### src/rtl/imm_ext_pkg.sv
// Shared immediate-format encodings and the imm_src legality check.
// IMM_EXT_ZICSR_UIMM_EN makes imm_src 101 (CSR zimm) legal; otherwise it is illegal.
package imm_ext_pkg;

   typedef enum logic [2:0] {
      IMM_I = 3'b000,
      IMM_S = 3'b001,
      IMM_B = 3'b010,
      IMM_U = 3'b011,
      IMM_J = 3'b100,
      IMM_Z = 3'b101
   } imm_src_e;

   function automatic logic imm_src_legal(input logic [2:0] src);
      logic v_legal;
      v_legal = (src <= 3'(IMM_J));
`ifdef IMM_EXT_ZICSR_UIMM_EN
      if (src == 3'(IMM_Z)) v_legal = 1'b1;
`else
      if (src == 3'(IMM_Z)) v_legal = 1'b0;
`endif
      return v_legal;
   endfunction

endpackage

### src/rtl/imm_ext_core.sv
// Combinational RV immediate decoder: picks the format, sign-extends to XLEN,
// and forces zero with an illegal flag for unsupported imm_src values.
module imm_ext_core
   import imm_ext_pkg::*;
#(
   parameter int XLEN = 32
) (
   input  logic [31:0]     i_instruction,
   input  logic [2:0]      i_imm_src,
   output logic [XLEN-1:0] o_imm_ext,
   output logic            o_illegal
);

   logic [31:0] w_imm32;
   logic        w_legal;
   logic        w_unused_opcode;

   assign w_unused_opcode = ^i_instruction[6:0];

   // Zimm is built with bit 31 clear so the common sign-extension below zero-extends it.
   always_comb begin
      w_imm32 = '0;
      case (imm_src_e'(i_imm_src))
         IMM_I:   w_imm32 = {{20{i_instruction[31]}}, i_instruction[31:20]};
         IMM_S:   w_imm32 = {{20{i_instruction[31]}}, i_instruction[31:25], i_instruction[11:7]};
         IMM_B:   w_imm32 = {{19{i_instruction[31]}}, i_instruction[31], i_instruction[7],
                             i_instruction[30:25], i_instruction[11:8], 1'b0};
         IMM_U:   w_imm32 = {i_instruction[31:12], 12'b0};
         IMM_J:   w_imm32 = {{11{i_instruction[31]}}, i_instruction[31], i_instruction[19:12],
                             i_instruction[20], i_instruction[30:21], 1'b0};
         IMM_Z:   w_imm32 = {27'b0, i_instruction[19:15]};
         default: w_imm32 = '0;
      endcase
   end

   assign w_legal   = imm_src_legal(i_imm_src);
   assign o_illegal = !w_legal;
   assign o_imm_ext = w_legal ? XLEN'($signed(w_imm32)) : '0;

endmodule

### src/rtl/imm_ext_pipe.sv
// Registered immediate extender behind a valid/ready handshake with an
// output register plus one skid entry; zimm support follows IMM_EXT_ZICSR_UIMM_EN.
module imm_ext_pipe
   import imm_ext_pkg::*;
#(
   parameter int XLEN  = 32,
   parameter int TAG_W = 4
) (
   input  logic             clk,
   input  logic             rst_n,
   input  logic             flush,
   input  logic             in_valid,
   output logic             in_ready,
   input  logic [31:0]      instruction,
   input  logic [2:0]       imm_src,
   input  logic [TAG_W-1:0] in_tag,
   output logic             out_valid,
   input  logic             out_ready,
   output logic [XLEN-1:0]  imm_ext,
   output logic [TAG_W-1:0] out_tag,
   output logic             out_illegal,
   output logic             illegal_seen
);

   logic [XLEN-1:0]  w_core_imm;
   logic             w_core_ill;
   logic             w_accept;
   logic             w_out_free;

   logic             r_out_valid;
   logic [XLEN-1:0]  r_out_imm;
   logic [TAG_W-1:0] r_out_tag;
   logic             r_out_ill;
   logic             r_skid_valid;
   logic [XLEN-1:0]  r_skid_imm;
   logic [TAG_W-1:0] r_skid_tag;
   logic             r_skid_ill;
   logic             r_illegal_seen;

   imm_ext_core #(.XLEN(XLEN)) u_core (
      .i_instruction (instruction),
      .i_imm_src     (imm_src),
      .o_imm_ext     (w_core_imm),
      .o_illegal     (w_core_ill)
   );

   // in_ready comes straight from the skid flop, keeping out_ready off the input path.
   assign w_accept   = in_valid && !r_skid_valid && !flush;
   assign w_out_free = !r_out_valid || out_ready;

   always_ff @(posedge clk or negedge rst_n) begin
      if (!rst_n) begin
         r_out_valid    <= 1'b0;
         r_out_imm      <= '0;
         r_out_tag      <= '0;
         r_out_ill      <= 1'b0;
         r_skid_valid   <= 1'b0;
         r_skid_imm     <= '0;
         r_skid_tag     <= '0;
         r_skid_ill     <= 1'b0;
         r_illegal_seen <= 1'b0;
      end else begin
         if (w_accept && w_core_ill) r_illegal_seen <= 1'b1;
         if (flush) begin
            r_out_valid  <= 1'b0;
            r_out_imm    <= '0;
            r_out_tag    <= '0;
            r_out_ill    <= 1'b0;
            r_skid_valid <= 1'b0;
         end else if (w_out_free) begin
            if (r_skid_valid) begin
               r_out_valid  <= 1'b1;
               r_out_imm    <= r_skid_imm;
               r_out_tag    <= r_skid_tag;
               r_out_ill    <= r_skid_ill;
               r_skid_valid <= 1'b0;
            end else begin
               r_out_valid <= w_accept;
               if (w_accept) begin
                  r_out_imm <= w_core_imm;
                  r_out_tag <= in_tag;
                  r_out_ill <= w_core_ill;
               end
            end
         end else if (w_accept) begin
            r_skid_valid <= 1'b1;
            r_skid_imm   <= w_core_imm;
            r_skid_tag   <= in_tag;
            r_skid_ill   <= w_core_ill;
         end
      end
   end

   assign in_ready     = !r_skid_valid;
   assign out_valid    = r_out_valid;
   assign imm_ext      = r_out_imm;
   assign out_tag      = r_out_tag;
   assign out_illegal  = r_out_ill;
   assign illegal_seen = r_illegal_seen;

endmodule

### config.mk
export PLATFORM = sky130hd
export DESIGN_NAME = imm_ext_pipe
export DESIGN_NICKNAME = d
export VERILOG_FILES = /design/src/rtl/imm_ext_pkg.sv /design/src/rtl/imm_ext_core.sv /design/src/rtl/imm_ext_pipe.sv
export SDC_FILE = /design/constraint.sdc
export NUM_CORES = 1
export LEC_CHECK = 0
export CAP_MARGIN = 25
export CORE_AREA = 2 2 66 130
export DETAILED_ROUTE_END_ITERATION = 6
export DIE_AREA = 0 0 68 132
export GPL_TIMING_DRIVEN = 0
export PLACE_DENSITY = 0.87
export RECOVER_POWER = 50
export SLEW_MARGIN = 20
export SYNTH_ARGS = -nofsm -noshare
export SYNTH_HDL_FRONTEND = slang
export SYNTH_HIERARCHICAL = 1
export SYNTH_SLANG_ARGS = --single-unit
### constraint.sdc
create_clock -name clk -period 2.3 [get_ports clk]
set_clock_uncertainty 0.15 [all_clocks]
set_input_delay 0.23 -clock clk [delete_from_list [all_inputs] [get_ports clk]]
set_output_delay 0.23 -clock clk [all_outputs]
set_load 0.02 [all_outputs]
---- Word-level counts from Yosys, hierarchy flattened ----
Cells that the tools add are included.
word-level totals
  register bits after elaboration ......... 77
  input port bits ......................... 44
  output and inout port bits .............. 40
  logic and storage cells ................. 52
operators by class
  magnitude comparators ................... 1
  reductions and logical operators ........ 14
  multiplexer cells ....................... 21
  equal/unequal tests ..................... 5
  bitwise gates (word level) .............. 2
operator list
  cell                                                              count
  32-bit one-hot mux with 6 select lines                            1
  32-bit 2-to-1 mux                                                 5
  4-bit 2-to-1 mux                                                  4
  1-bit 2-to-1 mux                                                  11
  3-bit by 2-bit == test with 1-bit output (second input constant)  2
  3-bit == test (second input constant)                             2
  3-bit nonzero test                                                2
  1-bit logical NOT                                                 4
  3-bit by 1-bit == test with 1-bit output (second input constant)  1
  3-bit less-or-equal comparator (second input constant)            1
  1-bit logical AND                                                 3
  3-bit logical NOT                                                 1
  3-bit AND reduction                                               1
  1-bit NOT                                                         2
  2-bit AND reduction                                               1
  2-bit nonzero test                                                1
  1-bit logical OR                                                  1

---- Depth between registers and ports, before layout ----
  depth in word-level cells ............... 7
  depth in mapped cells ................... 8
  depth with buffers taken out ............ 6

---- Hierarchy ----
Netlist, hierarchy kept.
by module, submodules not included
  module        sequential area each (um^2)  cells each  area an instance (um^2)  instances
  imm_ext_pipe  1926.8                       252         3443.3                   1
  imm_ext_core  0.0                          80          449.2                    1

---- Worst setup path before layout ----
OpenSTA, ideal clock, no wires.
  kind .................................... reg2reg
  from .................................... register r_skid_valid
  to ...................................... register r_out_imm[12], in the netlist imm_ext[12]
  stages on the path, launching flop included .. 6
  period minus slack after synthesis ...... 1.806 ns
  arrival time ............................ 1.532 ns
  setup time .............................. 0.125 ns
  data required time ...................... 2.025 ns
  path slack .............................. 0.494 ns
  path buffers ............................ 2
  cell sequence ........................... dfrtp_1 -> clkbuf_1 -> or2_1 -> a21oi_4 -> buf_6 -> mux2_2
between the ends
  longest elaborated chain between the ends .. 5
  elaborated cells on any way between the ends .. 8
  classes of those cells .................. mux: 3; reduce/logical: 5
ends and longest elaborated chain
  what                            RTL line            source
  from (decl)                     imm_ext_pipe.sv:34  logic r_skid_valid;
  from (signal assigned)          imm_ext_pipe.sv:57  r_skid_valid <= 1'b0;
  from (signal assigned)          imm_ext_pipe.sv:69  r_skid_valid <= 1'b0;
  from (signal assigned)          imm_ext_pipe.sv:76  r_skid_valid <= 1'b0;
  1-bit logical NOT               imm_ext_pipe.sv:48  assign w_accept = in_valid && !r_skid_valid && !flush;
  1-bit logical AND (2 in a row)  imm_ext_pipe.sv:48
  3-bit nonzero test (no line)    --
  2-bit AND reduction (no line)   --
  to (signal assigned)            imm_ext_pipe.sv:73  r_out_imm <= r_skid_imm;
  to (signal assigned)            imm_ext_pipe.sv:80  r_out_imm <= w_core_imm;
  to (decl)                       imm_ext_pipe.sv:31  logic [XLEN-1:0] r_out_imm;
Several ways; a longest one is shown, not always the timed one. The select of a mux whose other input is x is not followed.
A chain may end at the register's enable or synchronous reset.

---- Worst setup path in the final report ----
  from .................................... register r_skid_valid
  to ...................................... output in_ready
between the ends
  longest elaborated chain between the ends .. 1
ends and longest elaborated chain
  what               RTL line            source
  1-bit logical NOT  imm_ext_pipe.sv:94  assign in_ready = !r_skid_valid;
  to (decl)          imm_ext_pipe.sv:13  output logic in_ready,
Every way passes these cells.

==> impl_metrics.tcl <==
set metrics [dict create \
    synth_edf_count 0 \
    fin_setup_tns_ns 0 \
    netlist_top_cells_area "dfrtp_1 (50%), mux2_2 (18%), mux2i_1 (9.8%)" \
    fp.dieW_um 68 \
    synth_top_area_share_pct 49.50 \
    ys_ff_latch 77 \
    synth.most_common_cell "dfrtp_1" \
    final_cells 518 \
    grt_max_degree 59 \
    first_pass_iters 4 \
    synth_xor_area_share_pct 0.2250 \
    post-cts-setup-buffer-count 0 \
    antenna_found_initial 0 \
    cts_buffers 9 \
    async_flop_share_pct 100.0 \
    maxSlewViolCount 0 \
    start_util_pct 49.01 \
    worst_ep_arrival_time_ns 1.83 \
    crit_path_max_fanout 19 \
    run_status "complete, no violations" \
    place_congestion 0.7921 \
    synthFlopType "dfrtp_1" \
    yosysWarnings 6 \
    fin_crit_sh_pct 96.07 \
    drive_gt1_share_pct 22.99 \
    tightestPinTransition_ns 1.176 \
    rows 46 \
    cts_buffer_depth 2 \
    coreArea_mm2 0.007943 \
    syn_inst 332 \
    die-area_mm2 0.008976 \
    grt-ovfl-total 0 \
    synthTopCellsByCount "dfrtp_1 (77), mux2_2 (61), nor2_1 (42)" \
    cts_tree "done" \
    yosys.area_share.simple_pct 10.70 \
    synth_top_family_by_area "multiplexers" \
    hold_class "in2reg" \
    nNetsFinal 461 \
    cts-root-buf "clkbuf_16" \
    fin_crit_ns 2.210 \
    grtUsageTotal_pct 20.47 \
    total_leakage_power_nw 2.281 \
    relSlewSlack_pct 21.63 \
    final-hold-violation-count 0 \
    area_growth_pct 29.89 \
    yosysUniqueCellTypes 29 \
    diodes 0 \
    power_density_mw_per_mm2 731.7 \
    drt_iter0_drc 136 \
    dp.cells 502 \
    dp_hpwl_um 6277 \
    whs_path_depth 3 \
    max_clock_freq_ghz 0.4526 \
    ctsResizeCount 0 \
    grt_pass1_vias 2946 \
    syn_nets 376 \
    utilization_pct 63.66 \
    postRouteAntennaNets 0 \
    setup_violations 0 \
    critPathKind "reg2out" \
    clkTransAtPathRegs_ns 0.05 \
    vias 2793 \
    clock_latency_ns 0.33 \
    cp.required_ns 1.92 \
    muxShareOfSynthArea_pct 31.18 \
    worstSetupStartpointType "flip-flop" \
    r2r_cells 6 \
    drcViolationCount 0 \
    synthAdderAreaFrac_pct 0.2893 \
    yosys.area.top_type "dfrtp_1" \
    routed_wl_um 8581 \
    io_buffers 73 \
    syn_avg_cell_area_um2 11.72 \
    cts.sink_count 77 \
    viasPerCell 5.392 \
    io_pins 84 \
    wire_per_inst_um 16.57 \
    synth_compound_area_share_pct 4.211 \
    seq_area_frac_synth_pct 49.50 \
    die_y_um 132 \
    crit_path_end_kind "primary output" \
    peakVddDrop_mv 0.4881 \
    synth.cell_area_mm2 0.003892 \
    rsz0062_at_grt "no" \
    grt_pass1_wl_um 13780 \
    h-tree-depth 3 \
    maxCapViolCount 0 \
]
## per-layer routing
| layer | vias up | part of all wire (%) | GRT usage, % |
|---|---|---|---|
| li1 | 1311 | - | - |
| met1 | 1391 | 38 | 22.47 |
| met2 | 73 | 55 | 35.65 |
| met3 | 18 | 3.7 | 4.014 |
| met4 | 0 | 3.1 | 10.33 |
| met5 | - | 0 | 0 |
## where the power goes
group	switching (mW)	total, mW	internal (mW)
registers	0.0970	1.65	1.55
clock network	0.523	1.38	0.861
logic	0.309	0.668	0.359
## kinds of logic after synthesis
kind of cell	Yosys count
AOI/OAI and AO/OA	25
adders and majority gates	1
xor gates and xnor gates	1
muxes	112
and+or+nand+nor	92
buffers and inverters	24
DFF	77
## path summary, 6_finish.rpt
path,startpoint,end,slack (ns)
max,r_skid_valid$_DFFE_PN0P_,in_ready,0.09
min,flush,illegal_seen$_DFFE_PN0P_,0.20
max reg2reg,r_skid_valid$_DFFE_PN0P_,r_skid_imm[10]$_DFFE_PN0P_,0.14
min reg2reg,illegal_seen$_DFFE_PN0P_,illegal_seen$_DFFE_PN0P_,0.33
max in group asynchronous,rst_n,out_tag[0]$_DFFE_PN0P_,0.64
min in group asynchronous,rst_n,imm_ext[5]$_DFFE_PN0P_,0.51
## state kept, by name, indices dropped and copies added (netlist names)
name	flops
imm_ext	32
r_skid_imm	32
out_tag	4
r_skid_tag	4
illegal_seen	1
out_illegal	1
out_valid	1
r_skid_ill	1
r_skid_valid	1
## cell type report
class | instances | area, µm²
Clock inverter | 5 | 50.05
Clock buffer | 11 | 242.7
Buffer | 22 | 141.4
Inverter | 1 | 3.754
Sequential cell | 77 | 1927
Tap cell | 96 | 120.1
Timing Repair Buffer | 75 | 762.0
Multi-Input combinational cell | 231 | 1809
Fill cell | 635 | 2887
## worst max-delay path, stage by stage, from the launching register on
cell             delay (ns)
dfrtp_1                0.32
clkbuf_1               0.20
buf_4                  0.37
inv_1                  0.07
clkdlybuf4s50_1        0.54
## stage by stage
stage,area [µm²],power (mW),setup WS (ns),hold WS (ns)
2_1_floorplan,3892,2.050,0.4938,-0.2156
3_3_place_gp,4743,2.304,-1.749,0.3141
3_5_place_dp,4768,2.346,0.02649,-0.01256
4_1_cts,5066,3.737,0.04912,0.1772
5_1_grt,5056,3.866,0.03077,0.2000
6_report,5056,3.699,0.09036,0.1951
## repair_timing
item | in CTS | in global routing
hold buffers | 1 | 0
setup endpoints to repair | 1 | 0
hold endpoints to repair | 77 | 0
## cells in the final DEF (no fill, tap or decap)
cell and n:
buf_6 6, and3b_1 1, and2_0 1, bufinv_16 1
clkbuf_16 9, nand2_1 32, a21o_1 1, nand2b_1 2
nand2b_4 1, or2_1 1, inv_1 1, a22o_1 4
a21oi_4 1, mux2_2 61, buf_4 1, nor2_1 42
buf_2 8, clkbuf_8 1, mux2_1 13, nor2b_1 3
clkbuf_1 9, clkinv_2 4, and2b_1 5, a21oi_1 9
nor3b_2 1, buf_16 1, xnor2_1 1, nor3b_1 1
mux2i_1 38, dfrtp_1 77, dlygate4sd3_1 11, a32oi_1 1
o21ai_0 8, maj3_2 1, clkdlybuf4s50_1 62, a21boi_2 1
nor3_1 2
Note: power is estimated with default switching activity, not from simulation.
